===== src/rtl/sign_accumulator_if.sv =====
// Bundle of the frame-control, sample and sum handshake signals of
// sign_accumulator.
//   master : the side that drives Start/Length, supplies samples and
//            consumes sums (a testbench or upstream controller)
//   slave  : the accumulator itself
// Handshake rule for both streams: a transfer happens on a rising clock edge
// when valid and ready are both high; valid never depends on ready; the
// sender holds data stable while valid is high and ready is low.
// StateDbg mirrors the accumulator FSM state (0=IDLE, 1=ACCUM, 2=DONE).
interface sign_accumulator_if #(
  parameter int INPUT_BIT_WIDTH = 8,
  parameter int ACC_BIT_WIDTH   = 16,
  parameter int COUNT_BIT_WIDTH = 8
);
  logic                       Start;
  logic [COUNT_BIT_WIDTH-1:0] Length;
  logic                       InputValid;
  logic [INPUT_BIT_WIDTH-1:0] InputData;
  logic                       InputReady;
  logic                       OutputValid;
  logic                       OutputReady;
  logic [ACC_BIT_WIDTH-1:0]   OutputSum;
  logic                       Overflow;
  logic                       Busy;
  logic [1:0]                 StateDbg;

  modport master (
    output Start, Length, InputValid, InputData, OutputReady,
    input  InputReady, OutputValid, OutputSum, Overflow, Busy, StateDbg
  );

  modport slave (
    input  Start, Length, InputValid, InputData, OutputReady,
    output InputReady, OutputValid, OutputSum, Overflow, Busy, StateDbg
  );
endinterface


===== src/rtl/sign_accumulator.sv =====
// Frame accumulator for signed samples coming from the add/sub stage.
// A frame is started in IDLE with Start; Length samples are then accepted
// and summed into a saturating ACC_BIT_WIDTH accumulator. The sum is then
// offered on the output handshake until the consumer takes it.
// Ports:
//   Clk    : clock, all state changes on the rising edge
//   Rst_n  : asynchronous active-low reset, discards any frame in progress
//   bus    : sign_accumulator_if.slave
//            Start/Length           frame start and length (captured in IDLE)
//            InputValid/InputData   sample stream in, InputReady back
//            OutputValid/OutputSum  frame sum out, OutputReady back
//            Overflow               saturation occurred in this frame
//            Busy                   frame in progress or sum pending
//            StateDbg               FSM state for observation
// ACC_BIT_WIDTH must be at least INPUT_BIT_WIDTH.
module sign_accumulator #(
  parameter int INPUT_BIT_WIDTH = 8,
  parameter int ACC_BIT_WIDTH   = 16,
  parameter int COUNT_BIT_WIDTH = 8
) (
  input  logic                 Clk,
  input  logic                 Rst_n,
  sign_accumulator_if.slave    bus
);
  localparam int IW = INPUT_BIT_WIDTH;
  localparam int AW = ACC_BIT_WIDTH;
  localparam int CW = COUNT_BIT_WIDTH;

  localparam logic [AW-1:0] ACC_MAX = {1'b0, {(AW-1){1'b1}}};
  localparam logic [AW-1:0] ACC_MIN = {1'b1, {(AW-1){1'b0}}};

  typedef enum logic [1:0] {
    IDLE  = 2'd0,
    ACCUM = 2'd1,
    DONE  = 2'd2
  } state_t;

  state_t        state_q, state_d;
  logic [AW-1:0] acc_q, acc_d;
  logic [CW-1:0] count_q, count_d;
  logic          ovf_q, ovf_d;

  logic          accept;
  logic [AW:0]   sum_wide;
  logic [AW-1:0] sum_sat;
  logic          sum_clamped;

  // Sum in AW+1 bits so the true result is always representable; the top
  // two bits disagree exactly when it falls outside the AW-bit range, and
  // the top bit then tells which way to clamp.
  always_comb begin
    sum_wide    = {acc_q[AW-1], acc_q}
                + {{(AW+1-IW){bus.InputData[IW-1]}}, bus.InputData};
    sum_sat     = sum_wide[AW-1:0];
    sum_clamped = 1'b0;
    if (sum_wide[AW] != sum_wide[AW-1]) begin
      sum_clamped = 1'b1;
      sum_sat     = sum_wide[AW] ? ACC_MIN : ACC_MAX;
    end
  end

  assign accept = (state_q == ACCUM) && bus.InputValid;

  always_comb begin
    state_d = state_q;
    acc_d   = acc_q;
    count_d = count_q;
    ovf_d   = ovf_q;
    unique case (state_q)
      IDLE: begin
        if (bus.Start) begin
          acc_d   = '0;
          ovf_d   = 1'b0;
          count_d = bus.Length;
          // An empty frame skips straight to presenting a zero sum.
          state_d = (bus.Length == '0) ? DONE : ACCUM;
        end
      end
      ACCUM: begin
        // count is always >= 1 here, so the decrement cannot wrap.
        if (accept) begin
          acc_d   = sum_sat;
          ovf_d   = ovf_q | sum_clamped;
          count_d = count_q - CW'(1);
          if (count_q == CW'(1)) state_d = DONE;
        end
      end
      DONE: begin
        if (bus.OutputReady) state_d = IDLE;
      end
      default: state_d = IDLE;
    endcase
  end

  always_ff @(posedge Clk or negedge Rst_n) begin
    if (!Rst_n) begin
      state_q <= IDLE;
      acc_q   <= '0;
      count_q <= '0;
      ovf_q   <= 1'b0;
    end else begin
      state_q <= state_d;
      acc_q   <= acc_d;
      count_q <= count_d;
      ovf_q   <= ovf_d;
    end
  end

  // All outputs are registers or direct decodes of the state register.
  assign bus.InputReady  = (state_q == ACCUM);
  assign bus.OutputValid = (state_q == DONE);
  assign bus.OutputSum   = acc_q;
  assign bus.Overflow    = ovf_q;
  assign bus.Busy        = (state_q != IDLE);
  assign bus.StateDbg    = state_q;
endmodule


===== src/flat_wrapper.sv =====
// flat-port wrapper written by rule: the top's interface ports become plain ports
module sign_accumulator_flat 
#(
  parameter int INPUT_BIT_WIDTH = 8,
  parameter int ACC_BIT_WIDTH   = 16,
  parameter int COUNT_BIT_WIDTH = 8
)
  (Clk, Rst_n, bus_Start, bus_Length, bus_InputValid, bus_InputData, bus_OutputReady, bus_InputReady, bus_OutputValid, bus_OutputSum, bus_Overflow, bus_Busy, bus_StateDbg);
  sign_accumulator_if #(.INPUT_BIT_WIDTH(INPUT_BIT_WIDTH), .ACC_BIT_WIDTH(ACC_BIT_WIDTH), .COUNT_BIT_WIDTH(COUNT_BIT_WIDTH)) bus_i ();
  input  logic Clk;
  input  logic Rst_n;
  input wire logic [$bits(bus_i.Start)-1:0] bus_Start;
  input wire logic [$bits(bus_i.Length)-1:0] bus_Length;
  input wire logic [$bits(bus_i.InputValid)-1:0] bus_InputValid;
  input wire logic [$bits(bus_i.InputData)-1:0] bus_InputData;
  input wire logic [$bits(bus_i.OutputReady)-1:0] bus_OutputReady;
  output wire logic [$bits(bus_i.InputReady)-1:0] bus_InputReady;
  output wire logic [$bits(bus_i.OutputValid)-1:0] bus_OutputValid;
  output wire logic [$bits(bus_i.OutputSum)-1:0] bus_OutputSum;
  output wire logic [$bits(bus_i.Overflow)-1:0] bus_Overflow;
  output wire logic [$bits(bus_i.Busy)-1:0] bus_Busy;
  output wire logic [$bits(bus_i.StateDbg)-1:0] bus_StateDbg;
  assign bus_i.Start = bus_Start;
  assign bus_i.Length = bus_Length;
  assign bus_i.InputValid = bus_InputValid;
  assign bus_i.InputData = bus_InputData;
  assign bus_i.OutputReady = bus_OutputReady;
  assign bus_InputReady = bus_i.InputReady;
  assign bus_OutputValid = bus_i.OutputValid;
  assign bus_OutputSum = bus_i.OutputSum;
  assign bus_Overflow = bus_i.Overflow;
  assign bus_Busy = bus_i.Busy;
  assign bus_StateDbg = bus_i.StateDbg;
  sign_accumulator #(.INPUT_BIT_WIDTH(INPUT_BIT_WIDTH), .ACC_BIT_WIDTH(ACC_BIT_WIDTH), .COUNT_BIT_WIDTH(COUNT_BIT_WIDTH)) u_core (.Clk(Clk), .Rst_n(Rst_n), .bus(bus_i));
endmodule

===== config.mk =====
export PLATFORM = sky130hd
export DESIGN_NAME = sign_accumulator_flat
export DESIGN_NICKNAME = d
export VERILOG_FILES = /design/src/rtl/sign_accumulator_if.sv /design/src/rtl/sign_accumulator.sv /design/src/flat_wrapper.sv
export SDC_FILE = /design/constraint.sdc
export NUM_CORES = 1
export LEC_CHECK = 0
export CORE_AREA = 4 4 71 73
export CTS_CLUSTER_SIZE = 28
export DETAILED_ROUTE_END_ITERATION = 8
export DIE_AREA = 0 0 75 77
export PLACE_DENSITY = 0.83
export SLEW_MARGIN = 15
export SYNTH_ARGS = -nofsm -noshare
export SYNTH_HDL_FRONTEND = slang
export SYNTH_SLANG_ARGS = --single-unit

===== constraint.sdc =====
create_clock -name Clk -period 3.2 [get_ports Clk]
set_input_delay 0.32 -clock Clk [delete_from_list [all_inputs] [get_ports Clk]]
set_output_delay 0.32 -clock Clk [all_outputs]
set_load 0.005 [all_outputs]

==> out/qor.yml <==
run_status:
  status: "finished clean"
cts:
  clk_pin_slew_ns: 0.09
  clock-sinks: 27
  clk_latency_ns: 0.27
  root_buffer: "clkbuf_8"
  cts_tree: "done"
  cts.htree.levels: 1
  ctsHoldBuffers: 0
  cts_setup_buffers: 0
  ctsResizeCount: 0
  clockBufferDepth: 2
  cts_made_buffers: 3
sta:
  rsz0062_at_grt: "no"
  tightestPinTransition_ns: 0.607
  finalHoldViolCount: 0
  fin_crit_ns: 2.94
  setup_tns_ns: 0
  setup_ws_ns: 0.256
  maxSlewViolCount: 0
  setup_viol: 0
  fin_crit_sh_pct: 92.0
  clock_skew_ns: 0.00647
  timing.fmax_ghz: 0.340
  slew_headroom_pct: 59.6
placed_design:
  preCtsSetupSlack_ns: 0.0278
  port_buffers: 42
  place_area_sq_um: 2650
  gp_congestion: 0.934
  dp_hpwl_mm: 4.22
  dp_cells: 332
finish:
  n_antenna_cell: 0
  nFillCells: 392
  final_cells: 336
  drive_above_1_share_pct: 6.34
  layout.nets: 325
  layout_common_cells: "clkdlybuf4s50_1, a21oi_1, dfrtp_1"
  final_common_cell: "clkdlybuf4s50_1"
  area_growth_pct: 22.2
  stdcell_area_sq_um: 2690
drt:
  vias: 2078
  top_layer: "met4"
  wirelength_met1_mm: 2.63
  dr_wl_met2_mm: 2.52
  dr_wl_met3_microns: 301
  viasPerCell: 6.18
  firstDrtPassIters: 4
  drtIter0Drc: 94
  drc_errors: 0
  wl_per_cell_microns: 16.5
  finalWirelength_mm: 5.54
  drtAntennaViolNets: 0
setup_path:
  max_stage_delay_ns: 0.60
  critPathCaptureType: "flip-flop"
  start_kind: "input pin"
  arrival_ns: 3.15
  path_buf_inv: 1
  crit_chain: "clkdlybuf4s50_1, ha_1, a21oi_1, o21ai_1, a41oi_1, and2b_4, a2111oi_4, nand2b_4, a221o_1"
  worst-endpoint-required_ns: 3.41
  critical_path.max_fanout: 13
  critical_path.slowest_cell: "clkdlybuf4s50_1"
  path_delay_family: "compound AO/OA/AOI/OAI gates"
  crit_type: "input pin to flip-flop"
grt:
  overflow: 0
  first_global_vias: 2000
  grt_pass1_wl_mm: 9.16
  grt.total_usage_pct: 20.0
  antenna_found_initial: 0
  grt_max_degree: 34
min_path:
  hp-class: "input pin to asynchronous set/reset pin"
yosys:
  synth.lib_cells_used.distinct: 53
  syn_nets: 287
  synthArstFlopShare_pct: 100
  synthFlopType: "dfrtp_1"
  ys_ff_latch: 27
  synth_edf_count: 0
  synthCells: 247
  syn_avg_cell_area_sq_um: 8.92
  yosysWarnings: 0
  ys_seq_area_share_pct: 30.7
  synth_area_sq_um: 2200
  yosys.area.top_type: "dfrtp_1"
  synthTopCellsByArea: "dfrtp_1, ha_1, a21oi_1"
  synth_largest_type_area_fraction_pct: 30.7
power:
  ir_worst_vdd_mv: 0.529
  leakage_nw: 1.13
  power_mw: 2.79
  power_per_cell_area_nw_per_um2: 1040
floorplan:
  die_w_microns: 75
  die_h_microns: 77
  rows: 24
  io_pins: 43
  coreArea_sq_um: 4350
  initial_core_util_pct: 50.6
  dieArea_sq_um: 5780
job:
  drv_cap: 0
## kinds of logic (layout without fill, tap and decap cells)
kind of cell               after synthesis  after routing  synth area share [%]
muxes                                    2              2                 0.965
DFF                                     27             27                  30.7
and+or+nand+nor                         69             69                  16.2
AOI/OAI and AO/OA                       97             97                  31.6
buffers and inverters                   20             57                  4.26
xor gates and xnor gates                13             13                  5.17
adders and majority gates               19             19                  11.1
## final timing paths
kind,startpoint,to,slack (ns),depth (start not counted)
max,bus_InputData[7],u_core.bus.OutputSum[3],0.26,9
min,Rst_n,u_core.bus.OutputSum[7],0.42,2
max reg2reg,u_core.bus.OutputSum[0],u_core.bus.OutputSum[0],0.49,9
min reg2reg,u_core.count_q[6],u_core.count_q[6],0.53,1
max in group asynchronous,Rst_n,u_core.count_q[2],2.53,2
min in group Clk,u_core.count_q[6],u_core.count_q[6],0.53,1
## state kept, by name, summed over array words and instances, names as in the netlist
register              flops
u_core.bus.OutputSum     16
u_core.bus.StateDbg       2
u_core.count_q            8
u_core.bus.Overflow       1
## area by class of cell
class	instances	area [sq um]	area share, %
Clock buffer	4	45.0	1.67
Multi-Input combinational cell	200	1430	53.3
Inverter	8	30.0	1.12
Tap cell	52	65.1	2.42
Timing Repair Buffer	45	443	16.4
Sequential cell	27	676	25.1
## through the flow
stage	util, %	hold slack [ns]
floorplan	-	0.0244
global placement	60.8	0.503
detailed placement	60.8	0.509
CTS	61.8	0.427
global route	61.8	0.432
finish	61.8	0.418
## synth_stat cells, drive strengths merged (2+ instances only)
master	number
nor2b	2
a41oi	2
clkbuf	7
nor4	4
o21ai	17
dfrtp	27
and2	2
nor3	7
nand2	14
a32oi	2
xor2	4
ha	18
buf	5
a221oi	2
xnor2	9
a211oi	3
and2b	2
a211o	4
nand3b	2
a221o	14
a21oi	31
nand2b	5
nor2	19
inv	8
nand3	6
a21o	6
a31oi	5
o2111ai	2
o22a	2
## report_power, final
part	total (mW)	switching (mW)	internal, mW
combinational	1.90	0.965	0.935
sequential	0.699	0.185	0.513
clock	0.189	0.0996	0.0892
total	2.79	1.25	1.54
## layer usage
layer  global-route usage (%)  vias to the layer above
li1                         -                     1013
met1                     27.2                      994
met2                     31.3                       60
met3                     4.05                       11
met4                     6.58                        0
met5                        0                        -
Power figures use the tool's default switching activity.
